**config.mk**
```make
export PLATFORM = sky130hd
export DESIGN_NAME = audio_volume_level
export DESIGN_NICKNAME = d
export VERILOG_FILES = /design/src/rtl/audio_volume_level.sv
export SDC_FILE = /design/constraint.sdc
export NUM_CORES = 1
export LEC_CHECK = 0
export ABC_AREA = 0
export CORE_MARGIN = 2
export CORE_UTILIZATION = 40
export DETAILED_ROUTE_END_ITERATION = 8
export HOLD_SLACK_MARGIN = 0.03
export RECOVER_POWER = 100
export SETUP_SLACK_MARGIN = 0.4
export SYNTH_ARGS = -nofsm -noshare
export SYNTH_HDL_FRONTEND = slang
export SYNTH_SLANG_ARGS = --single-unit
```
**constraint.sdc**
```tcl
create_clock -name clkAudio -period 3.97 [get_ports clkAudio]
set_input_delay 0.794 -clock clkAudio [delete_from_list [all_inputs] [get_ports clkAudio]]
set_output_delay 0.794 -clock clkAudio [all_outputs]
set_load 0.05 [all_outputs]
```
**src/rtl/audio_volume_level.sv**
```systemverilog
// Turns the 12-bit microphone stream into a 0..15 paddle level: per-window
// peak deviation from mid-scale, quantised, with instant rise and one-step decay.
module audio_volume_level #(
    parameter int WINDOW = 4000,
    parameter int MID    = 2048,
    parameter int QSHIFT = 7
) (
    input  logic        clkAudio,
    input  logic        resetn,
    input  logic [11:0] mic_in,
    input  logic        freeze,
    output logic [3:0]  num,
    output logic [10:0] peak,
    output logic        level_valid
);

    localparam logic [15:0] LAST_CNT = 16'(WINDOW - 1);
    localparam logic [12:0] MID_CODE = 13'(MID);

    logic [15:0] cnt;
    logic [10:0] runMax;
    logic [12:0] micExt;
    logic [12:0] diff;
    logic [10:0] mag;
    logic [10:0] windowPeak;
    logic [10:0] shifted;
    logic [3:0]  rawLevel;
    logic        lastSample;

    always_comb begin
        // NOTE: every signal gets a default first so no path can infer a latch.
        micExt     = {1'b0, mic_in};
        diff       = '0;
        if (micExt >= MID_CODE) begin
            diff = micExt - MID_CODE;
        end else begin
            diff = MID_CODE - micExt;
        end
        // mic_in = 0 is one code further from mid-scale than full-scale is.
        mag        = (diff > 13'd2047) ? 11'd2047 : diff[10:0];
        lastSample = (cnt == LAST_CNT);
        windowPeak = (mag > runMax) ? mag : runMax;
        shifted    = windowPeak >> QSHIFT;
        rawLevel   = (shifted > 11'd15) ? 4'd15 : shifted[3:0];
    end

    always_ff @(posedge clkAudio or negedge resetn) begin
        if (!resetn) begin
            cnt         <= '0;
            runMax      <= '0;
            peak        <= '0;
            num         <= '0;
            level_valid <= 1'b0;
        end else begin
            // NOTE: non-blocking assignments so every register sees pre-edge values.
            level_valid <= lastSample;
            if (lastSample) begin
                peak   <= windowPeak;
                runMax <= '0;
                cnt    <= '0;
                if (!freeze) begin
                    // raw < num implies num >= 1, so the decay cannot wrap.
                    num <= (rawLevel >= num) ? rawLevel : num - 4'd1;
                end
            end else begin
                runMax <= windowPeak;
                cnt    <= cnt + 16'd1;
            end
        end
    end

endmodule

```
==> metrics <==
initial antenna violation count 0; most frequent CP cell a21oi_4; Slew headroom -49.73%; R2R Setup Slk 0.88 ns; worst-case clock skew about 0.0070 ns; HP Class flop to flop; CTS tree built; Synth Instances roughly 280; commonest register cell after synthesis dfrtp_1; Psw about 0.00077 W; PortBufs 30; DR iter-0 viols between 80 and 90; crit path max-delay cell type nor4_4; FP Rows 29; H-tree lvl count 2; Crit Path Class primary input to flop; RSZ-0062 raised after global routing yes; number of I/O pins 31; Inserted Diodes 0; Worst setup SP type primary input; fin crit share 105.0%; FF+latch count, synth 43; Synth Warn # 0; area leader, netlist dfrtp_1; fraction of layout cells with a size suffix above 1 roughly 30%; Comb pwr share between 50% and 60%; Clock Power Share between 10% and 20%; top post-synthesis cells by area dfrtp_1 (42%), ha_1 (8.8%), nor2_1 (5.1%); DRC 0; core area about 6300 um2; internal power between 0.001 and 0.0015 W; Hold Fails Final Rpt 0; CTS Buf Count 5; Die Y 84 um; ANT nets after route 0; hold buffer count at cts 0; final wirelength approximately 6300 um; # clock sinks 43; clock buffer depth 2; CTS Root Cell clkbuf_8; largest net degree at the start of global routing 44; number of synthesized flops with an enable pin 0; run status finished, violations left; Synth Net Count 315; Synth top area share 42.03%; Nets a little over 400; Final GP Congestion just under 0.8; Crit Path Max Fanout 5; Final setup viols 4; vias per cell 5.206; die area about 7000 um2; Skew-Pair Late Insertion Delay about 0.29 ns; Mapped Area about 2600 um2; fmax between 200 and 250 MHz; worst path required time slightly above 4 ns; commonest cells in the synthesized netlist dfrtp_1 (43), nor2_1 (35), nand2_1 (34); Area growth syn-to-layout 46.87%; Slew Viols, Final 56; Reg power frac 26.8%; P_leak roughly 1.7 nW; Post-DP Area approximately 3400 um2; Synth cell types between 40 and 50; CP peak stage delay ~0.33 ns; routed length per instance around 14 um; GRT Residual Overflow 0; clk slew on worst S/H paths around 0.08 ns; top-count cell post-synth dfrtp_1; vias in the first global route 2,401; Post-Syn Area per Cell 9.078 um2; failing checks capacitance limit, slew limit, setup timing; endpoint class of the critical path flop; via count around 2,400; WP data arrival between 4 and 5 ns; Seq/Total Area, Yosys between 40% and 50%; Core Util, Final roughly three fifths; Critical Path, Cell by Cell buf_8 -> nor4_4 -> nand2_2 -> o31a_1 -> o22a_1 -> ha_4 -> nand4_1 -> buf_4 -> a211oi_4 -> o32ai_4 -> nor2_4 -> mux2i_2 -> inv_1 -> ha_1 -> or2_4 -> a21oi_4 -> a21oi_4 -> o21a_1 -> o21ai_1 -> a31oi_1; Slew @ Worst Pin 2.246 ns; Design Area, Final between 3000 and 4000 um2; Min Clock Period, post-route about 4.2 ns; initial core utilization 40.78%; DR pass1 iterations 4; PD cells 545.9 nW/um2; Async SR Flop Fraction 100.0%; first-pass GRT wire length 10,850 um; pre-CTS WS -1.026 ns; Sw Ratio 37.51%; Max VDD drop around 0.24 mV; Detailed Place HPWL 4521 um; PnR worst setup slack -0.1994 ns; overall routing resource usage between 10% and 20%; Max-Cap Viols 2; die width 84 um
[sequential cells by signal, indices dropped and copies added (netlist names)]
signal / count
cnt: 16
peak: 11
runMax: 11
num: 4
level_valid: 1
[cells in the final DEF (no fill, tap or decap), drive strengths merged, types with 2 or more instances in the layout]
cell           instances
buf                   63
dfrtp                 43
nor2                  38
nand2                 34
inv                   25
ha                    18
o21ai                 16
dlygate4sd3           15
a21oi                 12
xnor2                 11
mux2i                 10
clkbuf                 9
nand3                  8
nand4                  7
xor2                   7
nor3                   7
dlygate4sd2            6
nor4                   6
o21a                   3
a211oi                 3
or3                    3
and3                   3
clkdlybuf4s15          3
a31oi                  2
o31a                   2
o211ai                 2
clkdlybuf4s50          2
o22a                   2
and2                   2
or4                    2
[kinds of logic (layout without fill, tap and decap cells)]
family / after synthesis / after routing / synth area share (%)
adder cells (fa/ha/maj): 18 / 18 / 8.798
flip-flops: 43 / 43 / 42.03
AND/OR/NAND/NOR: 115 / 115 / 22.83
AO/OA/AOI/OAI: 48 / 48 / 11.83
multiplexers: 10 / 10 / 3.910
buffers and inverters: 30 / 123 / 4.447
XOR/XNOR: 18 / 18 / 6.158
[final timing paths]
| path | startpoint | to | cells past startpoint |
|---|---|---|---|
| min in group asynchronous | resetn | cnt[1] | 1 |
| hold reg to reg | peak[3] | peak[3] | 2 |
| hold / removal | peak[3] | peak[3] | 2 |
| setup reg to reg | runMax[6] | num[2] | 16 |
| max in group asynchronous | resetn | peak[9] | 1 |
| setup / recovery | mic_in[4] | num[2] | 20 |
[metal layers]
metal / global-route usage [%] / part of all wire [%]
met3: 3.561 / 2.9
met2: 32.07 / 50
met4: 5.718 / 1.6
met5: 0 / 0
met1: 24.34 / 45
[layout make-up]
type | count | area [um2]
inverters | 25 | 93.84
flip-flops and latches | 43 | 1076
clock buffers | 8 | 100.1
multi-input cells | 209 | 1637
fillers | 545 | 2517
well taps | 77 | 96.34
repair buffers | 90 | 757.0
[critical path, delay by kind of cell]
family / cells / cell delay [ns]
adders and majority gates: 2 / 0.57
buffers and inverters: 3 / 0.34
AOI/OAI and AO/OA: 9 / 1.40
and+or+nand+nor: 5 / 0.98
muxes: 1 / 0.24
[stage by stage]
step                hold slack, ns  setup TNS (ns)  std cells  power [W]
floorplan                   0.4479          -1.461        282   0.001058
global placement            0.4719          -4.305        433   0.001401
detailed placement          0.4793          -5.416        433   0.001426
CTS                         0.4971         -0.4748        450   0.001837
global route                0.5241          -1.296        452   0.002201
finish                      0.4854         -0.6716        452   0.002053
[power groups by stage]
stage	clock network (W)	registers [W]	logic, W
final	0.000301	0.000551	0.00120
after global routing	0.000334	0.000559	0.00131
after CTS	0.000311	0.000534	0.000991
after detailed placement	0	0.000543	0.000883
after global placement	0	0.000539	0.000863
after floorplan	0	0.000537	0.000521
[timing repair]
item	CTS	global route
cloned	0	0
resized for setup	45	30
pin swaps	26	12
endpoints found under the setup margin	25	16
setup buffers	9	2
Power figures use the tool's default switching activity.
